<file path="src/rtl/xs_snd_pkg.sv">
// Shared constants and width helpers for the sound-command mailbox.
package xs_snd_pkg;

  localparam int CMD_W       = 8;
  localparam int DEPTH_DEF   = 4;
  localparam int IRQ_GAP_DEF = 2;

  // Pointer width for a power-of-two FIFO depth.
  function automatic int ptr_w(input int depth);
    return (depth > 1) ? $clog2(depth) : 1;
  endfunction

  // Level width: one extra bit so a full FIFO is distinguishable from empty.
  function automatic int lvl_w(input int depth);
    return $clog2(depth) + 1;
  endfunction

  // Gap counter width: must hold the value IRQ_GAP itself.
  function automatic int gap_w(input int gap);
    return (gap > 0) ? $clog2(gap + 1) : 1;
  endfunction

  localparam int PTR_W = ptr_w(DEPTH_DEF);
  localparam int LVL_W = lvl_w(DEPTH_DEF);

endpackage

</file>
<file path="src/rtl/xs_sound_cmd_mailbox_if.sv">
// Bus bundle between the main/sound CPU glue and the command mailbox.
interface xs_sound_cmd_mailbox_if
  import xs_snd_pkg::*;
#(
  parameter int DEPTH = DEPTH_DEF
);

  localparam int LW = lvl_w(DEPTH);

  logic             wr_strobe_n;
  logic [CMD_W-1:0] db_in;
  logic             rd_cs_n;
  logic             rnw;
  logic             rd_cen;
  logic             flush;
  logic [CMD_W-1:0] cmd_out;
  logic             irq_n;
  logic             empty;
  logic             full;
  logic [LW-1:0]    level;
  logic             overflow;

  modport master (
    output wr_strobe_n, db_in, rd_cs_n, rnw, rd_cen, flush,
    input  cmd_out, irq_n, empty, full, level, overflow
  );

  modport slave (
    input  wr_strobe_n, db_in, rd_cs_n, rnw, rd_cen, flush,
    output cmd_out, irq_n, empty, full, level, overflow
  );

endinterface

</file>
<file path="src/rtl/xs_snd_cmd_fifo.sv">
// Synchronous command FIFO with flush, level count and a registered head.
// The head register follows mem[rd_ptr] one clock after any pointer or
// write change and holds the last popped byte while the FIFO is empty.
module xs_snd_cmd_fifo
  import xs_snd_pkg::*;
#(
  parameter int DEPTH = DEPTH_DEF
) (
  input  logic                    clk_i,
  input  logic                    rst_ni,
  input  logic                    push_i,
  input  logic                    pop_i,
  input  logic                    flush_i,
  input  logic [CMD_W-1:0]        din_i,
  output logic [CMD_W-1:0]        dout_o,
  output logic                    empty_o,
  output logic                    full_o,
  output logic [lvl_w(DEPTH)-1:0] level_o
);

  localparam int PW = ptr_w(DEPTH);
  localparam int LW = lvl_w(DEPTH);

  logic [CMD_W-1:0] mem_q [DEPTH];
  logic [PW-1:0]    wr_ptr_q, wr_ptr_d;
  logic [PW-1:0]    rd_ptr_q, rd_ptr_d;
  logic [LW-1:0]    level_q, level_d;
  logic [CMD_W-1:0] head_q, head_d;
  logic             empty_w, full_w;
  logic             do_push, do_pop;

  assign empty_w = (level_q == '0);
  assign full_w  = (level_q == LW'(DEPTH));

  // Qualify push/pop and compute next pointers, level and head.
  always_comb begin
    do_pop   = pop_i & ~empty_w & ~flush_i;
    do_push  = push_i & ~flush_i & (~full_w | do_pop);
    wr_ptr_d = wr_ptr_q;
    rd_ptr_d = rd_ptr_q;
    level_d  = level_q;
    head_d   = head_q;
    if (flush_i) begin
      wr_ptr_d = '0;
      rd_ptr_d = '0;
      level_d  = '0;
    end else begin
      if (do_push) wr_ptr_d = wr_ptr_q + PW'(1);
      if (do_pop)  rd_ptr_d = rd_ptr_q + PW'(1);
      case ({do_push, do_pop})
        2'b10:   level_d = level_q + LW'(1);
        2'b01:   level_d = level_q - LW'(1);
        default: level_d = level_q;
      endcase
      if (!empty_w) head_d = mem_q[rd_ptr_q];
    end
  end

  // Control state and head register; reset to empty with an all-ones head.
  always_ff @(posedge clk_i or negedge rst_ni) begin
    if (!rst_ni) begin
      wr_ptr_q <= '0;
      rd_ptr_q <= '0;
      level_q  <= '0;
      head_q   <= {CMD_W{1'b1}};
    end else begin
      wr_ptr_q <= wr_ptr_d;
      rd_ptr_q <= rd_ptr_d;
      level_q  <= level_d;
      head_q   <= head_d;
    end
  end

  // Storage array, written on accepted pushes only; never reset.
  always_ff @(posedge clk_i) begin
    if (do_push) mem_q[wr_ptr_q] <= din_i;
  end

  assign dout_o  = head_q;
  assign empty_o = empty_w;
  assign full_o  = full_w;
  assign level_o = level_q;

endmodule

</file>
<file path="src/rtl/xs_sound_cmd_mailbox.sv">
// Main-CPU to sound-CPU command mailbox: queues latch writes in a FIFO and
// raises the sound CPU's IRQ while commands are pending, with a short
// forced-high gap after each read so the ISR can reach RTI before re-entry.
module xs_sound_cmd_mailbox
  import xs_snd_pkg::*;
#(
  parameter int DEPTH   = DEPTH_DEF,
  parameter int IRQ_GAP = IRQ_GAP_DEF
) (
  input  logic                   clk,
  input  logic                   RSTn,
  xs_sound_cmd_mailbox_if.slave  bus
);

  localparam int LW = lvl_w(DEPTH);
  localparam int GW = gap_w(IRQ_GAP);

  logic             wr_q;
  logic [GW-1:0]    gap_q, gap_d;
  logic             irq_n_q, irq_n_d;
  logic             ovf_q, ovf_d;
  logic             push, pop;
  logic             fifo_empty, fifo_full;
  logic [LW-1:0]    fifo_level;
  logic [CMD_W-1:0] fifo_head;

  xs_snd_cmd_fifo #(
    .DEPTH (DEPTH)
  ) u_fifo (
    .clk_i   (clk),
    .rst_ni  (RSTn),
    .push_i  (push),
    .pop_i   (pop),
    .flush_i (bus.flush),
    .din_i   (bus.db_in),
    .dout_o  (fifo_head),
    .empty_o (fifo_empty),
    .full_o  (fifo_full),
    .level_o (fifo_level)
  );

  // Push detection, pop qualification, gap counter, IRQ and overflow next state.
  always_comb begin
    push    = ~wr_q & bus.wr_strobe_n;
    pop     = bus.rd_cen & ~bus.rd_cs_n & bus.rnw & ~fifo_empty;
    gap_d   = gap_q;
    ovf_d   = ovf_q;
    irq_n_d = ~(~fifo_empty & (gap_q == '0));
    if (bus.flush) begin
      gap_d   = '0;
      ovf_d   = 1'b0;
      irq_n_d = 1'b1;
    end else begin
      if (pop) begin
        gap_d   = GW'(IRQ_GAP);
        irq_n_d = 1'b1;
      end else if (bus.rd_cen && gap_q != '0) begin
        gap_d = gap_q - GW'(1);
      end
      if (push && fifo_full && !pop) ovf_d = 1'b1;
    end
  end

  // Control registers; the strobe history resets high so release cannot push.
  always_ff @(posedge clk or negedge RSTn) begin
    if (!RSTn) begin
      wr_q    <= 1'b1;
      gap_q   <= '0;
      irq_n_q <= 1'b1;
      ovf_q   <= 1'b0;
    end else begin
      wr_q    <= bus.wr_strobe_n;
      gap_q   <= gap_d;
      irq_n_q <= irq_n_d;
      ovf_q   <= ovf_d;
    end
  end

  assign bus.cmd_out  = fifo_head;
  assign bus.irq_n    = irq_n_q;
  assign bus.empty    = fifo_empty;
  assign bus.full     = fifo_full;
  assign bus.level    = fifo_level;
  assign bus.overflow = ovf_q;

endmodule
</file>
<file path="src/flat_wrapper.sv">
// flat-port wrapper written by rule: the top's interface ports become plain ports
module xs_sound_cmd_mailbox_flat import xs_snd_pkg::*;
#(
  parameter int DEPTH   = DEPTH_DEF,
  parameter int IRQ_GAP = IRQ_GAP_DEF
)
  (clk, RSTn, bus_wr_strobe_n, bus_db_in, bus_rd_cs_n, bus_rnw, bus_rd_cen, bus_flush, bus_cmd_out, bus_irq_n, bus_empty, bus_full, bus_level, bus_overflow);
  xs_sound_cmd_mailbox_if #(.DEPTH(DEPTH)) bus_i ();
  input  logic clk;
  input  logic RSTn;
  input wire logic [$bits(bus_i.wr_strobe_n)-1:0] bus_wr_strobe_n;
  input wire logic [$bits(bus_i.db_in)-1:0] bus_db_in;
  input wire logic [$bits(bus_i.rd_cs_n)-1:0] bus_rd_cs_n;
  input wire logic [$bits(bus_i.rnw)-1:0] bus_rnw;
  input wire logic [$bits(bus_i.rd_cen)-1:0] bus_rd_cen;
  input wire logic [$bits(bus_i.flush)-1:0] bus_flush;
  output wire logic [$bits(bus_i.cmd_out)-1:0] bus_cmd_out;
  output wire logic [$bits(bus_i.irq_n)-1:0] bus_irq_n;
  output wire logic [$bits(bus_i.empty)-1:0] bus_empty;
  output wire logic [$bits(bus_i.full)-1:0] bus_full;
  output wire logic [$bits(bus_i.level)-1:0] bus_level;
  output wire logic [$bits(bus_i.overflow)-1:0] bus_overflow;
  assign bus_i.wr_strobe_n = bus_wr_strobe_n;
  assign bus_i.db_in = bus_db_in;
  assign bus_i.rd_cs_n = bus_rd_cs_n;
  assign bus_i.rnw = bus_rnw;
  assign bus_i.rd_cen = bus_rd_cen;
  assign bus_i.flush = bus_flush;
  assign bus_cmd_out = bus_i.cmd_out;
  assign bus_irq_n = bus_i.irq_n;
  assign bus_empty = bus_i.empty;
  assign bus_full = bus_i.full;
  assign bus_level = bus_i.level;
  assign bus_overflow = bus_i.overflow;
  xs_sound_cmd_mailbox #(.DEPTH(DEPTH), .IRQ_GAP(IRQ_GAP)) u_core (.clk(clk), .RSTn(RSTn), .bus(bus_i));
endmodule
</file>
<file path="config.mk">
export PLATFORM = sky130hd
export DESIGN_NAME = xs_sound_cmd_mailbox_flat
export DESIGN_NICKNAME = d
export VERILOG_FILES = /design/src/rtl/xs_snd_pkg.sv /design/src/rtl/xs_sound_cmd_mailbox_if.sv /design/src/rtl/xs_snd_cmd_fifo.sv /design/src/rtl/xs_sound_cmd_mailbox.sv /design/src/flat_wrapper.sv
export SDC_FILE = /design/constraint.sdc
export NUM_CORES = 1
export LEC_CHECK = 0
export BUFFER_PORTS_ARGS = -buffer_cell sky130_fd_sc_hd__buf_2
export CAP_MARGIN = 0
export CORE_MARGIN = 2
export CORE_UTILIZATION = 45
export CTS_BUF_LIST = sky130_fd_sc_hd__clkbuf_4 sky130_fd_sc_hd__clkbuf_8 sky130_fd_sc_hd__clkbuf_16
export DETAILED_ROUTE_END_ITERATION = 12
export HOLD_SLACK_MARGIN = 0.06
export PLACE_DENSITY_LB_ADDON = 0.1
export SLEW_MARGIN = 20
export SYNTH_ARGS = -nofsm -noshare
export SYNTH_HDL_FRONTEND = slang
export SYNTH_HIERARCHICAL = 1
export SYNTH_SLANG_ARGS = --single-unit
</file>
<file path="constraint.sdc">
create_clock -name clk -period 7.8 [get_ports clk]
set_input_delay 0.39 -clock clk [delete_from_list [all_inputs] [get_ports clk]]
set_output_delay 0.39 -clock clk [all_outputs]
set_load 0.02 [all_outputs]
</file>
After elaboration in Yosys (flattened, before gate mapping)
Memories as Yosys holds them, arrays and structs flattened. A register that Yosys moved wholly into a read port is not among the register bits. Cells that the tools add are included.

Input bits: 15. Logic and storage cells: 61. RAM bits: 32. Flip-flop bits (word level): 12. Memories kept: 1.

Bitwise gates (word level): 16. Equal/unequal tests: 3. Muxes and demuxes: 15. Add/sub/neg operators: 5. Reduce and logical (&&, ||, !) cells: 14.

Memory list: u_core.u_fifo.mem_q (depth 4, width 8, read ports 1, clocked after memory_dff 1, wr ports 1, RTL line xs_snd_cmd_fifo.sv:24) `logic [CMD_W-1:0] mem_q [DEPTH];`.

Operator list (count): $mux W2 (7); $and A1 B1 Y1 (9); $reduce_bool A2 Y1 (4); $mux W1 (6); $not A1 Y1 (6); $pmux W3 S2 (1); $reduce_bool A3 Y1 (2); $add A2 B1 Y2 const B (2); $add A3 B1 Y3 const B (1); $eq A3 B3 Y1 const B (1); $logic_and A1 B1 Y1 (3); $logic_not A3 Y1 (1); $mux W3 (1); $sub A3 B1 Y3 const B (1); $eq A2 B1 Y1 const B (1); $eq A2 B2 Y1 const B (1); $logic_not A1 Y1 (2); $logic_not A2 Y1 (1); $reduce_and A2 Y1 (1); $sub A2 B1 Y2 const B (1); $or A1 B1 Y1 (1).

Longest topological paths before layout
Word-level depth: 11. Mapped depth: 10.

Cells and area by module
Netlist, hierarchy kept.

By module, submodules not included: xs_snd_cmd_fifo (cells each 123, times used 1, area each 2058.2 µm²); xs_sound_cmd_mailbox (cells each 20, times used 1, area each 235.2 µm²).

Worst setup path before layout
Ideal clock, no wire load.

Kind: register to register. From: register u_core.u_fifo.level_q[0] (netlist: u_core/u_fifo/level_o[0]). To: register u_core.u_fifo.level_q[2] (netlist: u_core/u_fifo/level_o[2]). Stages on the path, launching flop included: 10. Setup slack: 5.004 ns. Data required time: 7.717 ns. Arrival: 2.713 ns. Path buffers: 2. Period minus slack after synthesis: 2.796 ns. Cells stage by stage: dfrtp_1 > buf_4 > nor3_4 > and4bb_4 > buf_2 > nand2b_4 > nor3_1 > fa_1 > or4_1 > a31oi_1.

Cells in the longest elaborated chain, start to end: 10. Elaborated cells between the ends (all ways): 16. Classes of those cells: 2 x add/sub; 3 x eq/ne; 2 x mux; 7 x bitwise; 2 x reduce/logical.

RTL lines: from (decl) (RTL line xs_snd_cmd_fifo.sv:27) `logic [LW-1:0] level_q, level_d;`; from (signal assigned) (RTL line xs_snd_cmd_fifo.sv:69) `level_q <= level_d;`; $logic_not A3 Y1 * (RTL line xs_snd_cmd_fifo.sv:32) `assign empty_w = (level_q == '0);`; via bus_empty (RTL line flat_wrapper.sv:19) `output wire logic [$bits(bus_i.empty)-1:0] bus_empty;`; $not A1 Y1 (no line) *; $and A1 B1 Y1 * (RTL line xs_sound_cmd_mailbox.sv:45) `pop = bus.rd_cen & ~bus.rd_cs_n & bus.rnw & ~fifo_empty;`; via u_core.pop (RTL line xs_sound_cmd_mailbox.sv:22) `logic push, pop;`; $and A1 B1 Y1 * (2 in a row) (RTL line xs_snd_cmd_fifo.sv:37) `do_pop = pop_i & ~empty_w & ~flush_i;`; $or A1 B1 Y1 (RTL line xs_snd_cmd_fifo.sv:38) `do_push = push_i & ~flush_i & (~full_w | do_pop);`; $and A1 B1 Y1 (RTL line xs_snd_cmd_fifo.sv:38); $eq A2 B1 Y1 / $eq A2 B2 Y1 (equally long branches) (RTL line xs_snd_cmd_fifo.sv:50) `case ({do_push, do_pop})`; $pmux W3 S2 (RTL line xs_snd_cmd_fifo.sv:50); $mux W3 (RTL line xs_snd_cmd_fifo.sv:43) `if (flush_i) begin`.

Mark *: on every way through the listed nets, which the timed path passes. The rest lies on a longest branch. A chain may end at the register's enable or synchronous reset.

Final worst setup path
From: register u_core.u_fifo.level_q[0] (netlist: u_core/u_fifo/level_o[0]). To: register u_core.u_fifo.level_q[2] (netlist: u_core/u_fifo/level_o[2]).

Cells in the longest elaborated chain, start to end: 10. Elaborated cells between the ends (all ways): 16. Classes of those cells: 2 x add/sub; 3 x eq/ne; 2 x mux; 7 x bitwise; 2 x reduce/logical.

RTL lines (RTL line): $logic_not A3 Y1 * (xs_snd_cmd_fifo.sv:32); $not A1 Y1 (no line) *; $and A1 B1 Y1 * (xs_sound_cmd_mailbox.sv:45); via u_core.pop (xs_sound_cmd_mailbox.sv:22); $and A1 B1 Y1 * (2 in a row) (xs_snd_cmd_fifo.sv:37); $or A1 B1 Y1 (xs_snd_cmd_fifo.sv:38); $and A1 B1 Y1 (xs_snd_cmd_fifo.sv:38); $eq A2 B1 Y1 / $eq A2 B2 Y1 (equally long branches) (xs_snd_cmd_fifo.sv:50); $pmux W3 S2 (xs_snd_cmd_fifo.sv:50); $mux W3 (xs_snd_cmd_fifo.sv:43).

Marks and branches as above.

==> flow_summary.json <==
{
  "run_status": "completed",
  "synth-simple-area-share_pct": 9.38,
  "p_per_area_nw_per_um2": 226,
  "hold_violations": 0,
  "placed_cell_area_um2": 2470,
  "cts-root-buf": "clkbuf_8",
  "crit_required_ps": 8020,
  "yosys_warnings": 6,
  "startpoint_type": "flip-flop",
  "synth-compound-area-share_pct": 4.80,
  "cp_slowest_cell": "dfrtp_1",
  "place_hpwl_mm": 2.58,
  "final_nets": 193,
  "crit_path_start": "u_core/u_fifo/level_o[0]",
  "path_class": "reg2reg",
  "synth_adder_area_share_pct": 3.60,
  "synthMuxAreaShare_pct": 12.4,
  "path_max_fanout": 14,
  "grt.met3_usage_pct": 4.37,
  "syn_inst": 143,
  "grtUsageTotal_pct": 15.1,
  "finalSetupTns_ps": 0,
  "use_met2_pct": 24.2,
  "die_area_um2": 5680,
  "cpLargestDelayFamily": "simple AND/OR/NAND/NOR gates",
  "fill_cells": 424,
  "setup.worst_path.end_class": "flip-flop",
  "tightest_slew_ps": 692,
  "post_cts_resized": 0,
  "cts_buffers": 5,
  "min_from": "bus_wr_strobe_n",
  "grt_start_max_net_pins": 21,
  "core_area_um2": 4820,
  "diodes": 0,
  "yosysUniqueCellTypes": 43,
  "rows": 25,
  "vdd_drop_max_v": 0.000122,
  "synth_top_family_by_area": "multiplexers",
  "synth_xor_area_share_pct": 1.91,
  "cp.arrival_ps": 2780,
  "area_growth_pct": 13.3,
  "yosys.area.top_type_share_pct": 41.9,
  "fin_skew_ps": 4.45,
  "ys_seq_area_share_pct": 64.3,
  "power_w": 0.000588,
  "overflow": 0,
  "cpPeakStageDelay_ps": 530,
  "r2r_start": "u_core/u_fifo/level_o[0]",
  "antenna_found_initial": 0,
  "avgSynthCellArea_um2": 16.0,
  "worst-path-buf-inv": 0,
  "finalCritPeriodShare_pct": 32.8,
  "final_common_cell": "edfxtp_1",
  "rsz0062_at_grt": "false",
  "initial_core_util_pct": 47.6,
  "vias_per_cell": 5.16,
  "grt_pass1_wl_mm": 6.15,
  "grt_pass1_vias": 1270,
  "design_area_um2": 2600,
  "ys_top_cells_by_area": "edfxtp_1, dfstp_2, dfrtp_1",
  "num_vias": 1238,
  "crit_chain": "nor3_4 > and4bb_4 > nand2b_4 > nor3_1 > fa_1 > or4_1 > a31oi_1",
  "dr.pass1.iters": 4,
  "layout_common_cells": "edfxtp_1, buf_2, dfstp_2, dfrtp_1, inv_1",
  "top_usage_layer": "met2",
  "drive_gt1_share_pct": 40.5,
  "cts_buffer_depth": 2,
  "drt_iter0_drc": 73,
  "clk_pin_slew_worst_paths_ps": 90,
  "min-delay-path-class": "in2reg",
  "gp_congestion": 0.728,
  "port_buffers": 29,
  "die_h_um": 75.4,
  "worstSkewPairLatency_ps": 300,
  "cts.htree.levels": 2,
  "yosys.area.top_type": "edfxtp_1",
  "drc": 0,
  "synth-seq-cells": 52,
  "dieWidth_um": 75.4,
  "finalSetupViolCount": 0,
  "power_leakage_nw": 0.968,
  "tritoncts": "built",
  "synthesis.nets": 164,
  "maxCapViolCount": 0,
  "synth_area_um2": 2290,
  "clock_sinks": 52,
  "clock.fmax_ghz": 0.391,
  "detail-route-antenna-nets": 0,
  "met1_usage_pct": 20.1,
  "routedWlPerCell_um": 16.0,
  "slew_headroom_pct": 53.8,
  "final_max_slew_viol_count": 0,
  "io_pins": 30,
  "fin_crit_ps": 2560,
  "routed_wl_mm": 3.83
}
worst register-to-register path: stages (launching register included):
cell and delay, ps:
dfrtp_1 530, nor3_4 350, and4bb_4 350, nand2b_4 100
nor3_1 60, fa_1 410, or4_1 530, a31oi_1 170
metrics by stage:
step                cells  setup slack [ps]  hold WS [ps]  util, %
finish                240              5240           192     53.9
detailed placement    231              5230           381     51.4
CTS                   240              5230           182     53.9
global route          240              5070           172     53.9
global placement      231              5330           375     51.4
floorplan             143              5000          94.4        -
registers in the layout, summed over array words and instances, names as in the netlist:
| signal | flops |
|---|---|
| u_core/bus.irq_n | 1 |
| u_core/bus.overflow | 1 |
| u_core/gap_q | 2 |
| u_core/u_fifo/dout_o | 8 |
| u_core/u_fifo/level_o | 3 |
| u_core/u_fifo/mem_q | 32 |
| u_core/u_fifo/rd_ptr_q | 2 |
| u_core/u_fifo/wr_ptr_q | 2 |
| u_core/wr_q | 1 |
final timing paths:
kind,to,slack (ps),cells after the start
max in group asynchronous,u_core/u_fifo/dout_o[2],6850,2
max reg2reg,u_core/u_fifo/level_o[2],5240,7
min in group asynchronous,u_core/gap_q[0],590,2
min reg2reg,u_core/bus.overflow,520,2
max,u_core/u_fifo/level_o[2],5240,7
min,u_core/wr_q,190,1
what timing repair did:
action / CTS / global route
buffers inserted: 0 / 0
hold endpoints to repair: 10 / 0
hold buffers: 1 / 0
Yosys cell counts, drive strengths merged:
library cell and number:
o311ai 1, ha 5, o211a 1, a31oi 1, and4bb 1, nand3 1, mux2 9, nor2b 1
fa 1, dfstp 10, o31ai 1, edfxtp 32, mux4 8, a211oi 2, or3 1, nor3b 1
xnor2 2, o21ai 2, a21oi 4, buf 6, nand2b 2, dfrtp 10, or4b 1, o21bai 1
nor2 7, nor4b 1, nand3b 2, nand2 1, nor3 4, or4 1, xor2 3, clkbuf 2
o211ai 1, and2 5, inv 9, o221ai 2, or2 1
logic make-up (layout without fill, tap and decap cells):
kind of cell,Yosys count,in the layout
AO/OA/AOI/OAI,16,16
XOR/XNOR,5,5
adder cells (fa/ha/maj),6,6
buffers and inverters,17,47
flip-flops,52,52
multiplexers,17,17
AND/OR/NAND/NOR,30,30
area by class of cell:
cell class	instances	area, um^2	share of cell area (%)
Tap cell	67	83.8	3.23
Clock buffer	6	76.3	2.94
Sequential cell	52	1470	56.7
Clock inverter	2	38.8	1.49
Inverter	9	33.8	1.30
Timing Repair Buffer	30	155	5.97
Multi-Input combinational cell	74	737	28.4
power breakdown:
group | internal (W) | switching (W) | total [W]
combinational | 0.0000323 | 0.0000432 | 0.0000755
clock | 0.000100 | 0.0000852 | 0.000186
sequential | 0.000318 | 0.00000879 | 0.000327
total | 0.000450 | 0.000137 | 0.000588
layer usage:
metal | share of wire [%] | vias to the layer above
li1 | - | 587
met1 | 46 | 619
met2 | 49 | 28
met3 | 4.3 | 4
met4 | 1.1 | 0
met5 | 0 | -
Power figures use the tool's default switching activity.
